File: src/rtl/lock_cmd_arbiter.sv
// lock_cmd_arbiter
// Round-robin merge of per-accelerator lock/unlock command streams into a
// single registered AXI-Stream. Each output beat carries the source
// accelerator index in out_TID. The output register is reloaded in the same
// cycle it drains, so back-to-back beats flow without bubbles.
//
// Build option: define LOCK_ARB_FILTER_EN to discard granted words whose
// command type is neither lock nor unlock. A discarded word is still
// handshaken and still advances the round-robin pointer. drop_pulse goes
// high for one cycle after the discarded handshake. Without the macro every
// word is forwarded and drop_pulse is tied low.
module lock_cmd_arbiter #(
   parameter  int MAX_ACCS = 16,
   localparam int ACC_BITS = $clog2(MAX_ACCS)
) (
   input  logic                   clk,
   input  logic                   rstn,
   input  logic [64*MAX_ACCS-1:0] in_TDATA,
   input  logic [MAX_ACCS-1:0]    in_TVALID,
   output logic [MAX_ACCS-1:0]    in_TREADY,
   output logic [63:0]            out_TDATA,
   output logic                   out_TVALID,
   input  logic                   out_TREADY,
   output logic [ACC_BITS-1:0]    out_TID,
   output logic                   drop_pulse
);

   typedef enum logic {
      IDLE = 1'b0,
      FULL = 1'b1
   } state_t;

   state_t              state_reg, state_next;
   logic [ACC_BITS-1:0] last_grant_reg, last_grant_next;
   logic [63:0]         tdata_reg, tdata_next;
   logic [ACC_BITS-1:0] tid_reg, tid_next;

   // The input bus viewed as one 64-bit word per accelerator
   logic [63:0]         acc_word [MAX_ACCS];

   // Requesters strictly above the last grant have priority this round
   logic [MAX_ACCS-1:0] above_mask;
   logic [MAX_ACCS-1:0] req_hi;
   logic [ACC_BITS-1:0] hi_idx;
   logic                hi_any;
   logic [ACC_BITS-1:0] lo_idx;
   logic [ACC_BITS-1:0] winner;
   logic [63:0]         win_data;

   logic                any_valid;
   logic                can_load;
   logic                grant;
   logic                cmd_ok;
   logic                load;

   genvar gi;

   generate
      for (gi = 0; gi < MAX_ACCS; gi++) begin : g_acc
         assign acc_word[gi]   = in_TDATA[64*gi +: 64];
         assign above_mask[gi] = (ACC_BITS'(gi) > last_grant_reg);
         assign in_TREADY[gi]  = grant & (winner == ACC_BITS'(gi));
      end
   endgenerate

   assign req_hi = in_TVALID & above_mask;

   // Two lowest-index-first scans: one over requesters above last_grant,
   // one over all requesters (used when the scan has to wrap to 0)
   always_comb begin
      hi_idx = '0;
      hi_any = 1'b0;
      lo_idx = '0;
      for (int i = MAX_ACCS - 1; i >= 0; i--) begin
         if (req_hi[i]) begin
            hi_idx = ACC_BITS'(i);
            hi_any = 1'b1;
         end
         if (in_TVALID[i]) begin
            lo_idx = ACC_BITS'(i);
         end
      end
   end

   assign winner    = hi_any ? hi_idx : lo_idx;
   assign win_data  = acc_word[winner];
   assign any_valid = |in_TVALID;

   // The output register can accept a word when empty or when draining now.
   // Nothing is accepted while reset is held.
   assign can_load = (state_reg == IDLE) | ((state_reg == FULL) & out_TREADY);
   assign grant    = rstn & can_load & any_valid;

`ifdef LOCK_ARB_FILTER_EN
   localparam int CMD_TYPE_H = 7;
   localparam int CMD_TYPE_L = 0;
   localparam logic [CMD_TYPE_H-CMD_TYPE_L:0] CMD_LOCK_CODE   = 8'hAB;
   localparam logic [CMD_TYPE_H-CMD_TYPE_L:0] CMD_UNLOCK_CODE = 8'hCD;

   logic drop_reg;

   assign cmd_ok = (win_data[CMD_TYPE_H:CMD_TYPE_L] == CMD_LOCK_CODE) ||
                   (win_data[CMD_TYPE_H:CMD_TYPE_L] == CMD_UNLOCK_CODE);

   // Flag a handshaken-but-discarded word for exactly one cycle
   always_ff @(posedge clk) begin
      if (!rstn) begin
         drop_reg <= 1'b0;
      end else begin
         drop_reg <= grant & ~cmd_ok;
      end
   end

   assign drop_pulse = drop_reg;
`else
   assign cmd_ok     = 1'b1;
   assign drop_pulse = 1'b0;
`endif

   assign load = grant & cmd_ok;

   // Next-state logic: load the winner, or drain to IDLE when nothing is loaded
   always_comb begin
      state_next      = state_reg;
      last_grant_next = last_grant_reg;
      tdata_next      = tdata_reg;
      tid_next        = tid_reg;

      if (grant) begin
         last_grant_next = winner;
      end

      if (load) begin
         state_next = FULL;
         tdata_next = win_data;
         tid_next   = winner;
      end else if ((state_reg == FULL) && out_TREADY) begin
         state_next = IDLE;
      end
   end

   // State and output register; reset points last_grant at the top index so
   // acc 0 wins the first arbitration
   always_ff @(posedge clk) begin
      if (!rstn) begin
         state_reg      <= IDLE;
         last_grant_reg <= ACC_BITS'(MAX_ACCS - 1);
         tdata_reg      <= '0;
         tid_reg        <= '0;
      end else begin
         state_reg      <= state_next;
         last_grant_reg <= last_grant_next;
         tdata_reg      <= tdata_next;
         tid_reg        <= tid_next;
      end
   end

   assign out_TVALID = (state_reg == FULL);
   assign out_TDATA  = tdata_reg;
   assign out_TID    = tid_reg;

endmodule

File: config.mk
export PLATFORM = sky130hd
export DESIGN_NAME = lock_cmd_arbiter
export DESIGN_NICKNAME = d
export VERILOG_FILES = /design/src/rtl/lock_cmd_arbiter.sv
export SDC_FILE = /design/constraint.sdc
export NUM_CORES = 1
export LEC_CHECK = 0
export ABC_AREA = 1
export BUFFER_PORTS_ARGS = -buffer_cell sky130_fd_sc_hd__buf_2
export CORE_AREA = 2 2 434 436
export CTS_BUF_LIST = sky130_fd_sc_hd__clkbuf_2 sky130_fd_sc_hd__clkbuf_4 sky130_fd_sc_hd__clkbuf_8
export DETAILED_ROUTE_END_ITERATION = 10
export DIE_AREA = 0 0 436 438
export SLEW_MARGIN = 20
export SYNTH_ARGS = -nofsm -noshare
export SYNTH_HDL_FRONTEND = slang
export SYNTH_SLANG_ARGS = --single-unit
File: constraint.sdc
create_clock -name clk -period 3.05 [get_ports clk]
set_input_delay 0.4575 -clock clk [delete_from_list [all_inputs] [get_ports clk]]
set_output_delay 0.4575 -clock clk [all_outputs]
set_load 0.01 [all_outputs]
After elaboration in Yosys (flattened, before gate mapping)
Index checks and enable logic that the tools add are counted.

storage, ports and cells
  flip-flop bits (word level) = 73
  bits of input ports = 1043
  output and inout port bits = 86
  logic and storage cells = 117

operators by class
  magnitude comparators = 17
  equality and inequality tests = 15
  muxes and demuxes = 54
  bitwise operators = 23
  reductions and logical operators = 4

operator list
  kind                                                      number
  binary-select mux 64 bit (select 4 bit)                   1
  2-to-1 mux 4 bit                                          33
  2-to-1 mux 64 bit                                         2
  == test 4 bit, second input constant                      8
  > comparator 4 bit, first input constant                  8
  bitwise AND 1 bit                                         19
  2-to-1 mux 1 bit                                          18
  bitwise AND 16 bit                                        1
  == test 4 x 3 -> 1 bit, second input constant             4
  > comparator 3 x 4 -> 1 bit, first input constant         4
  OR reduction 16 bit                                       1
  == test 4 x 2 -> 1 bit, second input constant             2
  > comparator 1 x 4 -> 1 bit, first input constant         2
  > comparator 2 x 4 -> 1 bit, first input constant         2
  greater-or-equal comparator 5 bit, second input constant  1
  inverter 4 -> 5 bit                                       1
  == test 4 x 1 -> 1 bit, second input constant             1
  logical NOT 4 bit                                         1
  nonzero test 2 bit                                        1
  logical AND 1 bit                                         1
  inverter 1 bit                                            1
  bitwise OR 1 bit                                          1

Longest topological paths before layout
Gate-level depths: netlist (run 1).

  depth after elaboration = 23
  depth in mapped cells = 30
  gate-level depth less buffers = 27

Worst setup path after synthesis (run 1)
OpenSTA, ideal clock, no wires.

  kind = flip-flop to output port
  from = register last_grant_reg[3]
  to = output port in_TREADY[0]
  arrival time = 2271 ps
  data required time = 2592 ps
  setup slack = 322 ps
  stages on the path, launching flop included = 15
  path buffers = 3
  path through = dfxtp_1 buf_2 nor2_1 inv_1 nor3_1 nor2_1 nand2_1 inv_1 nand2_1 inv_1 nor2_1 clkbuf_1 clkbuf_1 nand2_1 nor2_1

on the way
  cells in the longest elaborated chain, start to end = 21
  elaborated cells between the ends (all ways) = 52
  classes of those cells = 16 x order compare; 33 x mux; 2 x bitwise; 1 x reduce/logical

RTL lines
  item                                                                       RTL line  source
  from (decl)                                                                34        logic [ACC_BITS-1:0] last_grant_reg, last_grant_next;
  from (signal assigned)                                                     147       last_grant_reg <= ACC_BITS'(MAX_ACCS - 1);
  from (signal assigned)                                                     152       last_grant_reg <= last_grant_next;
  > comparator 4 bit                                                         61        assign above_mask[gi] = (ACC_BITS'(gi) > last_grant_reg);
  bitwise AND 16 bit *                                                       66        assign req_hi = in_TVALID & above_mask;
  2-to-1 mux 4 bit / 2-to-1 mux 1 bit (equally long branches) (16 in a row)  75        if (req_hi[i]) begin
  2-to-1 mux 4 bit *                                                         85        assign winner = hi_any ? hi_idx : lo_idx;
  logical NOT 4 bit *                                                        62        assign in_TREADY[gi] = grant & (winner == ACC_BITS'(gi));
  bitwise AND 1 bit *                                                        62
  to (decl)                                                                  20        output logic [MAX_ACCS-1:0] in_TREADY,

Every way passes the cells marked *; elsewhere a longest branch is shown, timed or not.

Worst setup path after layout (run 1)
  from = register last_grant_reg[2]
  to = register tdata_reg[52] (netlist: out_TDATA[52])

on the way
  cells in the longest elaborated chain, start to end = 23
  elaborated cells between the ends (all ways) = 54
  classes of those cells = 16 x order compare; 36 x mux; 2 x bitwise

RTL lines
  item                                                                       RTL line  source
  > comparator 4 bit                                                         61
  bitwise AND 16 bit *                                                       66
  2-to-1 mux 4 bit / 2-to-1 mux 1 bit (equally long branches) (16 in a row)  75
  2-to-1 mux 4 bit *                                                         85
  inverter 4 -> 5 bit (not written as such) *                                86        assign win_data = acc_word[winner];
  binary-select mux 64 bit (select 4 bit) *                                  86
  2-to-1 mux 64 bit (not written as such) * (2 in a row)                     86
  to (signal assigned)                                                       153       tdata_reg <= tdata_next;
  to (decl)                                                                  35        logic [63:0] tdata_reg, tdata_next;

Every way passes the cells marked *; elsewhere a longest branch is shown, timed or not. The select of a mux whose other input is x is not followed.
A chain may end at the register's enable or synchronous reset.

==> results of run 1 <==
[path summary, 6_finish.rpt]
check / end / start / slack [ns]
worst max register to register: out_TDATA[52] / last_grant_reg[2] / -0.19
worst min-delay path: out_TVALID / out_TREADY / 0.28
worst max-delay path: out_TDATA[52] / last_grant_reg[2] / -0.19
worst min register to register: out_TID[0] / out_TID[0] / 0.47
[area by class of cell]
cell class                 count  area, um2  area share
sequential                    73       1480      0.0544
clock buffer                  10        138     0.00507
inverter                      37        179     0.00660
antenna                       82        205     0.00757
clock inverter                 6       67.6     0.00249
tap                         2495       3120       0.115
multi-input combinational   3031      12600       0.464
timing repair buffer        1439       9340       0.344
[layout by cell type (no fill, tap or decap), drive strengths merged]
cell and n:
clkinvlp 2, nand2 2309, a21oi 72, conb 1, nor4 2, o311ai 1
bufinv 1, clkinv 3, nand4 2, dfxtp 73, nand3 461, inv 37
nor2 166, bufbuf 8, buf 1428, o211ai 2, or2 1, o21ai 10
a31oi 2, nor3 2, diode 82, clkbuf 13
[per-stage QoR]
step           cells  hold slack (ns)  instance area, um2  setup WS [ns]
2_1_floorplan   3401            0.482               14900          0.322
3_3_place_gp    7041            0.450               25500         -0.639
6_report        7173            0.278               27100         -0.194
4_1_cts         7087            0.182               26700         -0.286
3_5_place_dp    7041            0.459               25500         -0.599
5_1_grt         7138            0.230               27000         -0.418
[timing repair]
action                     4_1_cts  5_1_grt
gates cloned                    10        3
buffers inserted                22        1
setup endpoints to repair       78       80
pin swaps                       20       14
gates resized for setup        125       48
hold endpoints to repair         0        0
[power by group through the flow]
stage	clock [mW]	combinational, mW	sequential, mW
floorplan	0	9.10	1.57
global placement	0	18.6	1.50
detailed placement	0	18.5	1.50
CTS	1.21	20.0	1.49
global route	1.21	22.0	1.53
finish	1.09	20.3	1.49
[routing by layer]
metal | vias up | global-route usage | part of all wire
met4 | 48 | 0.0672 | 0.042
met5 | - | 0 | 0.0020
met1 | 12600 | 0.195 | 0.39
li1 | 13000 | - | -
met3 | 285 | 0.0473 | 0.097
met2 | 1578 | 0.267 | 0.47
[kinds of logic (layout without fill, tap and decap cells)]
logic type      count (synthesis)  in the layout  synth area share
compound gates                 87             87            0.0306
buf+inv                       297           1492            0.0871
flops                          73             73            0.0983
other cells                     1             83          0.000252
simple gates                 2943           2943             0.784
[worst max-delay path, cell delays in order (launching register included)]
cell	delay, ns
dfxtp_4	0.39
nor2_1	0.18
inv_1	0.09
nor2_1	0.16
a31oi_2	0.07
nand2_1	0.09
inv_1	0.04
nand2_1	0.12
nor2_4	0.07
nor2_2	0.19
nand2_8	0.08
nand2_8	0.16
buf_6	0.21
bufbuf_16	0.30
bufbuf_16	0.28
nand2_1	0.06
nand2_1	0.08
nand2_1	0.09
nand2_1	0.22
nand2_1	0.09
nand3_1	0.08
nor2_1	0.04
nor2_1	0.08
==> out/metrics.csv, run 1 <==
stage,metric,value,unit
setup_path,"Req. time, crit path",3.52,ns
sta,achievable clock frequency,308,MHz
run_status,status,finished with violations,
die,num rows,159,
die,die width,436,um
synthesis,synthesized area,14900,um2
power_and_ir_drop,Lkg Pwr,15.6,nW
hold_path,worst min path class,input port to flip-flop,
power_and_ir_drop,overall power,22.9,mW
die,core footprint,187000,um2
detailed_routing,initial drt markers,2866,
die,die area,191000,um2
power_and_ir_drop,Internal Power,9.11,mW
global_routing,pin count of the biggest net entering global routing,68,
power_and_ir_drop,part of the power in registers,0.065,
clocking,H-tree depth,3,
final_layout,final core utilization,0.145,
power_and_ir_drop,sw power,13.8,mW
sta,RSZ-0062 raised after global routing,true,
final_layout,"Net count, final",5634,
sta,minimum clock period,3.24,ns
clocking,Root Driver,clkbuf_8,
sta,Final Cycle Share,1.06,
synthesis,Avg Inst Size Synth,4.37,um2
global_routing,"Remaining Overflow, GRT",0,
power_and_ir_drop,PD cells,844,nW/um2
final_layout,Fill cells,22500,
setup_path,r2r worst-path depth,22,
final_layout,max reg flops,64,
synthesis,"FF+latch count, synth",73,
synthesis,sequential area share after synthesis,0.0983,
detailed_routing,Routed Antenna Nets,0,
sta,setup TNS,-3.66,ns
setup_path,WS Path Type,flip-flop to flip-flop,
synthesis,Yosys top cell area share,0.582,
sta,final clock skew,0.0254,ns
global_routing,global-route wire length before repair,211000,um
power_and_ir_drop,sw frac,0.602,
sta,Max Slew Vio Count,0,
sta,actual slew at the worst max-slew pin,0.709,ns
global_routing,GRT Total Usage,0.162,
power_and_ir_drop,Gate power share,0.887,
setup_path,CP endpoint kind,flip-flop,
clocking,CTS Buf Count,9,
detailed_routing,DR DRC count,0,
setup_path,Setup crit start kind,flip-flop,
synthesis,synth cell count leaders,"2306 x nand2_1, 461 x nand3_1, 165 x nor2_1",
place,post-DP HPWL,141000,um
detailed_routing,vias per cell,3.84,
place,GPL Wtd Cong,1.02,
sta,Slew headroom,0.527,
synthesis,dominant cell type by area after synthesis,nand2_1,
die,Die H,438,um
global_routing,number of global-route vias before repair,25000,
final_layout,Syn-to-layout area delta,82.5,%
synthesis,number of synthesized flops with an enable pin,0,
clocking,hold buffers post-CTS,0,
sta,final hold violations,0,
setup_path,"critical path fanouts, max",14,
synthesis,"count leader, synth",nand2_1,
hold_path,worst hold path stage count,4,
clocking,clock buffer depth,2,
detailed_routing,via count,27500,
sta,setup violators final,50,
die,I/O pin cnt,1129,
final_layout,fraction of layout cells with a size suffix above 1,0.341,
synthesis,top post-synthesis cells by area,"nand2_1 58%, nand3_1 16%, dfxtp_1 9.8%",
global_routing,initial antenna violation count,137,
sta,setup slack after layout,-0.194,ns
clocking,CTS tree,done,
clocking,Clock transition at path regs,0.13,ns
synthesis,post-synth net total,4444,
detailed_routing,final wirelength,164000,um
setup_path,arrival time worst endpoint,3.71,ns
synthesis,Post-Synthesis Cells,3401,
synthesis,YS warnings,0,
clocking,worst-skew pair later-pin latency,0.53,ns
detailed_routing,Wirelength per Cell,22.9,um
synthesis,ys async rst share,0,
die,Initial Utilization,0.0796,
place,I/O Buffers,1127,
clocking,clock sinks,73,
power_and_ir_drop,maximum vdd drop,0.393,mV
detailed_routing,drt first pass iters,6,
synthesis,post-synthesis cell type count,25,
power_and_ir_drop,Clk network pwr share,0.048,
synthesis,Post-synth top flop,dfxtp_1,
job,max-cap viol count,0,
run_status,failing checks,negative setup slack,
Note: power is estimated with default switching activity, not from simulation.
==> run 2: changes to the inputs <==
--- a/config.mk
+++ b/config.mk
@@ -13,2 +13,3 @@
 export DIE_AREA = 0 0 436 438
+export SKIP_CTS_REPAIR_TIMING = 1
 export SLEW_MARGIN = 20
--- a/constraint.sdc
+++ b/constraint.sdc
@@ -3,2 +3,2 @@
 set_output_delay 0.4575 -clock clk [all_outputs]
-set_load 0.01 [all_outputs]
+set_load 0.1 [all_outputs]
==> run 2 against run 1 <==
Effect of this change: the flow still finishes with violations (negative setup slack); power grew 10%; first-iteration DRC count is 5.3% lower; clock skew up 0.0066 ns; clock power hardly changed; critical path depth fell by 6; non-clock buffer count shrank 14; worst hold slack worse by 0.024 ns; setup slack got worse by 0.16 ns; core utilization rose by 0.16 points; critical endpoint is now in_TREADY[13]; largest cell class unchanged.
==> out/metrics.csv, run 2 (same netlist as run 1, synthesis figures left out) <==
stage,metric,value,unit
clocking,clock sinks,73,
sta,final clock skew,0.0319,ns
die,I/O pin cnt,1129,
setup_path,arrival time worst endpoint,2.94,ns
clocking,CTS Buf Count,9,
setup_path,"critical path fanouts, max",7,
place,GPL Wtd Cong,1.02,
global_routing,GRT Total Usage,0.159,
job,max-cap viol count,0,
clocking,clock buffer depth,2,
sta,Max Slew Vio Count,0,
detailed_routing,Routed Antenna Nets,0,
place,pre-CTS WS,-0.374,ns
detailed_routing,via count,27500,
global_routing,initial antenna violation count,135,
setup_path,r2r worst-path depth,29,
power_and_ir_drop,maximum vdd drop,0.345,mV
run_status,failing checks,negative setup slack,
global_routing,number of global-route vias before repair,24600,
clocking,CTS tree,done,
final_layout,"commonest cells after routing, fill and taps aside","2245 x nand2_1, 1110 x buf_2, 445 x nand3_1",
clocking,H-tree depth,3,
hold_path,worst hold path stage count,4,
setup_path,"Req. time, crit path",2.59,ns
sta,minimum clock period,3.40,ns
final_layout,"commonest non-fill, non-tap cell in the layout",nand2_1,
final_layout,max reg flops,64,
die,core footprint,187000,um2
global_routing,pin count of the biggest net entering global routing,78,
detailed_routing,initial drt markers,2715,
die,Die H,438,um
clocking,worst-skew pair later-pin latency,0.56,ns
detailed_routing,drt first pass iters,6,
setup_path,Reg-to-Reg Start,last_grant_reg[2],
hold_path,hold path start,out_TREADY,
power_and_ir_drop,PD cells,922,nW/um2
sta,setup violators final,33,
detailed_routing,Wirelength per Cell,22.9,um
global_routing,global-route wire length before repair,207000,um
final_layout,fraction of layout cells with a size suffix above 1,0.343,
sta,Slew headroom,0.448,
die,num rows,159,
setup_path,CP endpoint kind,output port,
place,post-DP HPWL,139000,um
sta,Final Cycle Share,1.12,
sta,actual slew at the worst max-slew pin,0.828,ns
die,die width,436,um
detailed_routing,vias per cell,3.85,
sta,achievable clock frequency,294,MHz
clocking,Clock transition at path regs,0.13,ns
global_routing,"Remaining Overflow, GRT",0,
final_layout,"Net count, final",5621,
final_layout,Syn-to-layout area delta,84.5,%
setup_path,WS Path Type,flip-flop to output port,
detailed_routing,final wirelength,164000,um
setup_path,Setup crit start kind,flip-flop,
die,die area,191000,um2
sta,setup TNS,-5.20,ns
clocking,Root Driver,clkbuf_8,
die,Initial Utilization,0.0796,
power_and_ir_drop,Lkg Pwr,15.6,nW
setup_path,crit path from,last_grant_reg[3],
detailed_routing,DR DRC count,0,
sta,RSZ-0062 raised after global routing,true,
sta,final hold violations,0,
run_status,status,finished with violations,
hold_path,worst min path class,input port to flip-flop,
place,I/O Buffers,1127,
sta,setup slack after layout,-0.352,ns
==> run 2: cell count changes in the layout (fill, tap and decap cells not counted), moves of 8 or more <==
cell       previous run  this run
nand2_2              44        52
buf_4               207       177
diode_2              82        68
nor2_4               10        18
bufbuf_16             8         0
buf_2              1123      1110
buf_12               65       101
clkbuf_16             3        12
nor2_1              142       133
==> run 2: worst paths after layout <==
path	to	slack [ns]
worst min register to register	out_TID[1]	0.47
worst max-delay path	in_TREADY[13]	-0.35
worst max register to register	out_TDATA[19]	-0.16
worst min-delay path	out_TVALID	0.25
==> run 2: per-stage QoR <==
| step | utilization | cells | cell area, um2 | hold WS [ns] | total power [mW] |
|---|---|---|---|---|---|
| floorplan | - | 3401 | 15000 | 0.482 | 12.9 |
| CTS | 0.140 | 7044 | 26200 | 0.196 | 23.9 |
| global route | 0.147 | 7123 | 27400 | 0.241 | 27.1 |
| finish | 0.147 | 7145 | 27400 | 0.254 | 25.3 |
| global placement | 0.139 | 7029 | 26000 | 0.448 | 22.7 |
| detailed placement | 0.139 | 7029 | 26000 | 0.456 | 22.6 |
==> run 2: cell type report <==
class	count	area, um2
diodes	68	170
clock buffers	10	138
clock inverters	5	56.3
fillers	22400	159000
inverters	37	199
multi-input cells	3031	12700
flip-flops and latches	73	1470
well taps	2495	3120
repair buffers	1425	9590
repair inverters	1	11.3
==> run 2: report_power, final <==
part / leakage (nW) / internal [mW] / switching [mW] / total (mW)
Combinational: 14.9 / 7.44 / 15.3 / 22.7
Clock: 0.0985 / 0.393 / 0.688 / 1.08
Sequential: 0.614 / 1.26 / 0.192 / 1.46
==> run 2: routing by layer <==
metal	share of wire	vias up	wire length [um]	GRT usage
li1	-	12900	-	-
met1	0.38	12600	62000	0.191
met2	0.48	1650	78300	0.268
met3	0.11	294	17300	0.0432
met4	0.037	40	6070	0.0608
met5	0.0016	-	257	0
==> run 2: critical path, cell delays in order, from the launching register on <==
cell	delay, ns
dfxtp_4	0.41
inv_2	0.06
o211ai_1	0.24
nand2_2	0.12
buf_6	0.13
a31oi_4	0.14
o21ai_2	0.09
a21oi_2	0.13
or2_4	0.13
o21ai_4	0.06
buf_12	0.15
clkinv_16	0.05
buf_12	0.12
nand2_4	0.04
buf_6	0.13
nor2_4	0.12
buf_12	0.19
